===== config.mk =====
export PLATFORM = sky130hd
export DESIGN_NAME = axi_grid_sni_wr
export DESIGN_NICKNAME = d
export VERILOG_FILES = /design/src/rtl/axi_grid_sni_wr.sv
export SDC_FILE = /design/constraint.sdc
export NUM_CORES = 1
export LEC_CHECK = 0
export ABC_CLOCK_PERIOD_IN_PS = 5800
export BUFFER_PORTS_ARGS = -buffer_cell sky130_fd_sc_hd__clkbuf_2
export CORE_ASPECT_RATIO = 1.1
export CORE_MARGIN = 2
export CORE_UTILIZATION = 45
export CTS_CLUSTER_SIZE = 8
export DETAILED_ROUTE_END_ITERATION = 7
export PLACE_DENSITY = 0.83
export SYNTH_ARGS = -nofsm -noshare
export SYNTH_HDL_FRONTEND = slang
export SYNTH_SLANG_ARGS = --single-unit
export TNS_END_PERCENT = 5

===== constraint.sdc =====
create_clock -name clk_i -period 5.8 [get_ports clk_i]
set_clock_uncertainty 0.15 [all_clocks]
set_input_delay 0.58 -clock clk_i [delete_from_list [all_inputs] [get_ports clk_i]]
set_output_delay 0.58 -clock clk_i [all_outputs]
set_load 0.005 [all_outputs]

===== src/rtl/axi_grid_sni_wr.sv =====
// axi_grid_sni_wr: slave-side grid network interface, write path.
// Turns one AXI write (AW + W burst) into a grid packet: a header flit followed
// by the data flits. The returning grid response is presented as an AXI B.
// Only one transaction is outstanding at a time.
module axi_grid_sni_wr #(
  parameter int ADDR_W    = 32,
  parameter int DATA_W    = 64,
  parameter int ID_W      = 4,
  parameter int GRID_ID_W = 8,
  parameter int NI_ID     = 0
) (
  input  logic              clk_i,
  input  logic              arst_i,
  // AXI write address
  input  logic [ID_W-1:0]   aw_id_i,
  input  logic [ADDR_W-1:0] aw_addr_i,
  input  logic [7:0]        aw_len_i,
  input  logic              aw_valid_i,
  output logic              aw_ready_o,
  // AXI write data
  input  logic [DATA_W-1:0] w_data_i,
  input  logic              w_last_i,
  input  logic              w_valid_i,
  output logic              w_ready_o,
  // AXI write response
  output logic [ID_W-1:0]   b_id_o,
  output logic [1:0]        b_resp_o,
  output logic              b_valid_o,
  input  logic              b_ready_i,
  // grid flit injection
  output logic [DATA_W-1:0] tx_flit_o,
  output logic              tx_head_o,
  output logic              tx_tail_o,
  output logic              tx_valid_o,
  input  logic              tx_ready_i,
  // grid write response
  input  logic [ID_W-1:0]   rx_id_i,
  input  logic [1:0]        rx_resp_i,
  input  logic              rx_valid_i,
  output logic              rx_ready_o
);

  // Header payload: {dst, src, id, len, addr}, LSB-aligned in the flit.
  localparam int HDR_W = 2*GRID_ID_W + ID_W + 8 + ADDR_W;
  localparam logic [GRID_ID_W-1:0] SRC_ID = GRID_ID_W'(NI_ID);
  localparam logic [1:0] RESP_SLVERR = 2'b10;

  generate
    if (DATA_W < HDR_W) begin : g_hdr_chk
      $error("axi_grid_sni_wr: DATA_W too narrow for the header flit");
    end
  endgenerate

  typedef enum logic [2:0] {
    IDLE = 3'd0,
    HEAD = 3'd1,
    DATA = 3'd2,
    RESP = 3'd3,
    BOUT = 3'd4
  } state_t;

  state_t state_q, state_d;

  logic [ID_W-1:0]   id_q;
  logic [ADDR_W-1:0] addr_q;
  logic [7:0]        len_q;
  logic [7:0]        cnt_q;
  logic              err_q;
  logic [1:0]        resp_q;

  logic              last_beat;
  logic [DATA_W-1:0] hdr_flit;
  logic [GRID_ID_W-1:0] dst_id;

  assign last_beat = (cnt_q == len_q);
  // Destination node is carried in the top address bits.
  assign dst_id    = addr_q[ADDR_W-1 -: GRID_ID_W];

  // Zero-extended header flit built from the captured AW fields.
  always_comb begin
    hdr_flit            = '0;
    hdr_flit[HDR_W-1:0] = {dst_id, SRC_ID, id_q, len_q, addr_q};
  end

  // Next-state and output decode; outputs depend on state and captured
  // registers only, except the W->tx pass-through while in DATA.
  always_comb begin
    state_d    = state_q;
    aw_ready_o = 1'b0;
    w_ready_o  = 1'b0;
    tx_valid_o = 1'b0;
    tx_head_o  = 1'b0;
    tx_tail_o  = 1'b0;
    tx_flit_o  = '0;
    rx_ready_o = 1'b0;
    b_valid_o  = 1'b0;
    b_id_o     = '0;
    b_resp_o   = '0;
    case (state_q)
      IDLE: begin
        aw_ready_o = 1'b1;
        if (aw_valid_i) state_d = HEAD;
      end
      HEAD: begin
        tx_valid_o = 1'b1;
        tx_head_o  = 1'b1;
        tx_flit_o  = hdr_flit;
        if (tx_ready_i) state_d = DATA;
      end
      DATA: begin
        tx_valid_o = w_valid_i;
        w_ready_o  = tx_ready_i;
        tx_flit_o  = w_data_i;
        // Tail comes from the beat count so a bad w_last cannot cut a packet.
        tx_tail_o  = last_beat;
        if (w_valid_i && tx_ready_i && last_beat) state_d = RESP;
      end
      RESP: begin
        rx_ready_o = 1'b1;
        if (rx_valid_i) state_d = BOUT;
      end
      BOUT: begin
        b_valid_o = 1'b1;
        b_id_o    = id_q;
        b_resp_o  = resp_q;
        if (b_ready_i) state_d = IDLE;
      end
      default: state_d = IDLE;
    endcase
  end

  // State register; reset abandons any packet in flight.
  always_ff @(posedge clk_i or posedge arst_i) begin
    if (arst_i) state_q <= IDLE;
    else        state_q <= state_d;
  end

  // Captured request, beat counter, sticky error and response register.
  always_ff @(posedge clk_i or posedge arst_i) begin
    if (arst_i) begin
      id_q   <= '0;
      addr_q <= '0;
      len_q  <= '0;
      cnt_q  <= '0;
      err_q  <= 1'b0;
      resp_q <= '0;
    end else begin
      case (state_q)
        IDLE: if (aw_valid_i) begin
          id_q   <= aw_id_i;
          addr_q <= aw_addr_i;
          len_q  <= aw_len_i;
          err_q  <= 1'b0;
        end
        HEAD: if (tx_ready_i) cnt_q <= '0;
        DATA: if (w_valid_i && tx_ready_i) begin
          // Any disagreement between w_last and the beat count is sticky.
          if (w_last_i != last_beat) err_q <= 1'b1;
          // Counter holds at len on the final beat, so len=255 never wraps.
          if (!last_beat) cnt_q <= cnt_q + 8'd1;
        end
        RESP: if (rx_valid_i) begin
          resp_q <= (err_q || (rx_id_i != id_q)) ? RESP_SLVERR : rx_resp_i;
        end
        default: ;
      endcase
    end
  end

endmodule


# Yosys cells after proc, flatten, opt, wreduce, memory -nomap -nowiden

Index checks and enable logic that the tools add are counted.

Register bits: 58
Output and inout port bits: 77
Word-level logic and storage cells: 59

Reductions and logical operators: 11
Equality and inequality tests: 15
Add/subtract/negate cells: 1
Muxes and demuxes: 25

Operator list:

| operator                                             | number |
|---|---|
| case mux 64 bit (2 select lines)                     | 1 |
| two-way mux 8 bit                                    | 3 |
| != test 2 bit (second input constant)                | 8 |
| case mux 8 bit (2 select lines)                      | 1 |
| two-way mux 3 bit                                    | 5 |
| case mux 3 bit (5 select lines)                      | 1 |
| two-way mux 1 bit                                    | 9 |
| adder 8 x 1 -> 8 bit (second input constant)         | 1 |
| equality test 8 bit                                  | 1 |
| AND reduction 4 bit                                  | 2 |
| equality test 3 x 2 -> 1 bit (second input constant) | 2 |
| AND reduction 5 bit                                  | 1 |
| two-way mux 2 bit                                    | 2 |
| two-way mux 4 bit                                    | 1 |
| != test 4 bit                                        | 1 |
| case mux 1 bit (2 select lines)                      | 2 |
| AND reduction 2 bit                                  | 2 |
| nonzero test 2 bit                                   | 2 |
| equality test 3 x 1 -> 1 bit (second input constant) | 1 |
| equality test 3 bit (second input constant)          | 1 |
| logical NOT 3 bit                                    | 1 |
| logical AND 1 bit                                    | 2 |
| logical OR 1 bit                                     | 1 |
| != test 1 bit                                        | 1 |

# Longest topological paths before layout

Depth after elaboration: 5
Gate-level depth with buffers: 7
Gate-level depth less buffers: 6

# Least setup slack after synthesis

No wires, ideal clock.

Kind: register to output
From: register state_q[2]
To: output tx_flit_o[0]
Cell stages (with the launch flop): 6
Buffers on the path: 3
Required time: 5,070 ps
Arrival time: 1,663 ps
Path slack: 3,407 ps
Cell sequence: dfrtp_1 -> clkbuf_1 -> nor3b_1 -> clkbuf_1 -> clkbuf_1 -> a22o_1

Word-level cells in the longest chain between the ends: 2
Elaborated cells between the ends (all ways): 3
Classes of those cells: eq/ne: 2; mux: 1

RTL lines:

| what                                                                         | line | text |
|---|---|---|
| from (decl)                                                                  | 62   | `state_t state_q, state_d;` |
| from (signal assigned)                                                       | 135  | `else state_q <= state_d;` |
| equality test 3 x 2 -> 1 bit or equality test 3 x 1 -> 1 bit (tied branches) | 99   | `case (state_q)` |
| case mux 64 bit (2 select lines) *                                           | 99   |  |
| to (decl)                                                                    | 31   | `output logic [DATA_W-1:0] tx_flit_o,` |

Mark *: on every way between the ends. The rest lies on a longest branch, timed or not.

# Worst setup path after layout

From: register state_q[2]
To: output tx_flit_o[52]

Same word-level chain as after synthesis.

==> metrics.csv <==
stage,metric,value,unit
outcome,outcome,finished clean,
cells_and_area,Layout Cells excl Fill,568,
worst_setup_path,CP Cell Sequence,"nor2b_1, nor2b_4, a22o_1, clkbuf_2",
clocking,clock buffer depth,2,
yosys,post-synthesis mux area share,15.66,%
yosys,post-synthesis adder-cell area fraction,0.3867,%
cells_and_area,nets,602,
pwr,Leak,2.354,nW
worst_setup_path,WP buf/inv,1,
placed_design,Detail Placement HPWL,6478,um
drt,via count,3036,
worst_setup_path,Worst Setup Start Kind,register,
yosys,"Async S/R FF share, synth",100.0,%
pwr,Pwr per Cell Area,505.9,nW/um^2
drt,Final ANT Viol Nets,0,
cells_and_area,utilization after layout,63.79,%
yosys,Syn Std Cell Area,3236,um^2
worst_hold_path,Worst Hold Class,primary input to asynchronous set/reset pin,
yosys,Synth area leader,dfrtp_1,
flow_run,max_cap viols,0,
yosys,Seq cells post-synth,58,
drt,drt wl/cell,15.02,um
clocking,"Clk pin slew, worst setup/hold paths",0.06,ns
floorplan,DIE AREA,7886,um^2
yosys,Post-synth top cells,"58 x dfrtp_1, 52 x a22o_1, 45 x mux2_2",
yosys,"Seq/Total Area, Yosys",44.86,%
clocking,number of gates resized after CTS,0,
yosys,largest family of logic cells by synthesized area,compound AO/OA/AOI/OAI gates,
clocking,CTS buffer count,9,
placed_design,Inst Count DP,553,
sta,Slew Limit Headroom,18.35,%
sta,RSZ-0062 raised after global routing,false,
worst_setup_path,Crit path required time,5.07,ns
sta,fmax,307.2,MHz
global_routing,grt ovf,0,
sta,period utilization,56.12,%
global_routing,first-pass GRT wire length,13920,um
pwr,maximum vdd drop,285.7,uV
floorplan,Die Height,92.94,um
worst_setup_path,crit-path max FO,55,
drt,DR iter-0 viols,53,
drt,total wire length,8531,um
floorplan,Die Wd,84.85,um
placed_design,port bufs,198,
yosys,syn nets,413,
yosys,post-synthesis xor/xnor area fraction,4.022,%
clocking,"Setup Fix Bufs, Post-CTS",0,
worst_setup_path,critical path class,register to primary output,
clocking,CTS tree,yes,
floorplan,core area,7007,um^2
global_routing,largest net degree at the start of global routing,59,
yosys,post-synthesis simple-gate area fraction,10.52,%
sta,Least-Margin Pin Slew,1.222,ns
yosys,Avg Inst Size Synth,11.16,um^2
floorplan,Initial Util,46.18,%
sta,count of final hold-check violations,0,
sta,Final Critical Period,3.255,ns
worst_setup_path,CP max stage cell,nor2b_4,
cells_and_area,Area Growth Syn to Fin,38.13,%
worst_setup_path,crit end category,primary output,
placed_design,Final Wtd Congestion,0.8513,
sta,setup_tns,0,ns
yosys,Synth top area share,44.86,%
worst_setup_path,crit-path max cell delay,1.01,ns
sta,setup violators final,0,
yosys,Post-synth EDFFs,0,
yosys,top_reg_cell synth,dfrtp_1,
sta,final worst slack,2.545,ns
worst_setup_path,crit-path leading delay family,simple AND/OR/NAND/NOR gates,
cells_and_area,# diodes,0,
floorplan,Rows,32,
clocking,H-tree levels,3,
clocking,hold_buf cts,0,
drt,via density per instance,5.345,
yosys,cells taking the most area after synthesis,"dfrtp_1 45%, mux2_2 16%, a22o_1 14%",
yosys,Synth Warn #,0,
global_routing,vias in the first global route,3087,
clocking,worst skew pair latency,0.32,ns
worst_setup_path,crit path DAT,2.53,ns
cells_and_area,share of cells above drive strength 1,56.73,%
drt,first-pass iteration count of the detailed router,4,
yosys,Synth Area in Compound Gates,19.84,%
yosys,Unique masters post-synth,40,
yosys,synthesized instance count,290,
global_routing,initial antenna violation count,0,
yosys,top-count cell post-synth,dfrtp_1,
sta,Final Max Tran Viols,0,
placed_design,worst slack at placement,2.862,ns
clocking,CTS Root Buffer Type,clkbuf_8,
clocking,clock tree sinks,58,
global_routing,GRT Total Usage,21.91,%
drt,DRC violations left,0,
floorplan,I/O pins,199,
-- metrics by stage --
step | hold slack (ns) | instance area (um^2) | total power, mW
2_1_floorplan | 0.2914 | 3236 | 1.485
3_3_place_gp | 0.3127 | 4265 | 1.854
3_5_place_dp | 0.3113 | 4265 | 1.898
4_1_cts | 0.3097 | 4469 | 2.289
5_1_grt | 0.3266 | 4469 | 2.436
6_report | 0.2859 | 4469 | 2.261
-- worst register-to-register path: stages, from the launching register on --
cell and delay, ns:
dfrtp_1 0.52, nor2b_1 0.24, nor2b_4 1.01, and2_1 0.41, a21oi_1 0.07
-- cell usage in the layout (no fill, tap or decap), types with 3 or more instances in the layout --
cell      count
clkbuf_2    198
dfrtp_1      58
a22o_1       52
mux2_2       45
and2_1       15
inv_1        12
clkbuf_8     12
xor2_1       10
nand3_1       9
nand2_1       7
a21o_1        6
a21oi_1       6
and3_2        5
nor4_1        5
o21ai_0       4
nor3_1        3
xnor2_1       3
nand4_1       3
nor2_1        3
buf_4         3
-- metal layers --
metal / vias to the layer above / part of all wire, % / GRT usage, %
li1: 1449 / - / -
met5: - / 0 / 0
met4: 0 / 0.80 / 7.143
met1: 1474 / 39 / 25.24
met2: 107 / 54 / 40.09
met3: 6 / 6.1 / 4.813
-- where the power goes --
part	internal, mW	leakage [nW]	switching [mW]	total (mW)
clock network	0.231	0.106	0.148	0.379
registers	0.591	0.703	0.174	0.764
logic	0.615	1.55	0.503	1.12
-- area by class of cell --
type / count / area (um^2)
clock inverter: 2 / 35.03
clock buffer: 13 / 168.9
timing repair buffer: 201 / 1013
inverter: 13 / 48.80
fill: 587 / 2537
tap: 85 / 106.4
sequential: 58 / 1451
multi-input combinational: 196 / 1645
-- path summary, 6_finish.rpt --
check	slack, ns	to	cells past startpoint	start
hold reg to reg	0.32	resp_q[0]$_DFFE_PP0P_	2	resp_q[0]$_DFFE_PP0P_
setup reg to reg	3.28	cnt_q[7]$_DFFE_PP0P_	4	state_q[2]$_DFFE_PP0P_
setup / recovery	2.54	tx_flit_o[52]	4	state_q[2]$_DFFE_PP0P_
max in group asynchronous	4.74	addr_q[20]$_DFFE_PP0P_	3	arst_i
min in group clk_i	0.32	resp_q[0]$_DFFE_PP0P_	2	resp_q[0]$_DFFE_PP0P_
hold / removal	0.29	addr_q[10]$_DFFE_PP0P_	3	arst_i
-- state kept, by name, indices dropped and copies added (netlist names) --
register,count
err_q,1
state_q,3
addr_q,32
id_q,4
len_q,8
resp_q,2
cnt_q,8
-- cell families after synthesis --
logic type | after synthesis
and+or+nand+nor | 59
AOI/OAI and AO/OA | 77
adders and majority gates | 1
muxes | 45
xor gates and xnor gates | 14
DFF | 58
buffers and inverters | 36
No activity file was read; power rests on OpenSTA's default activity.
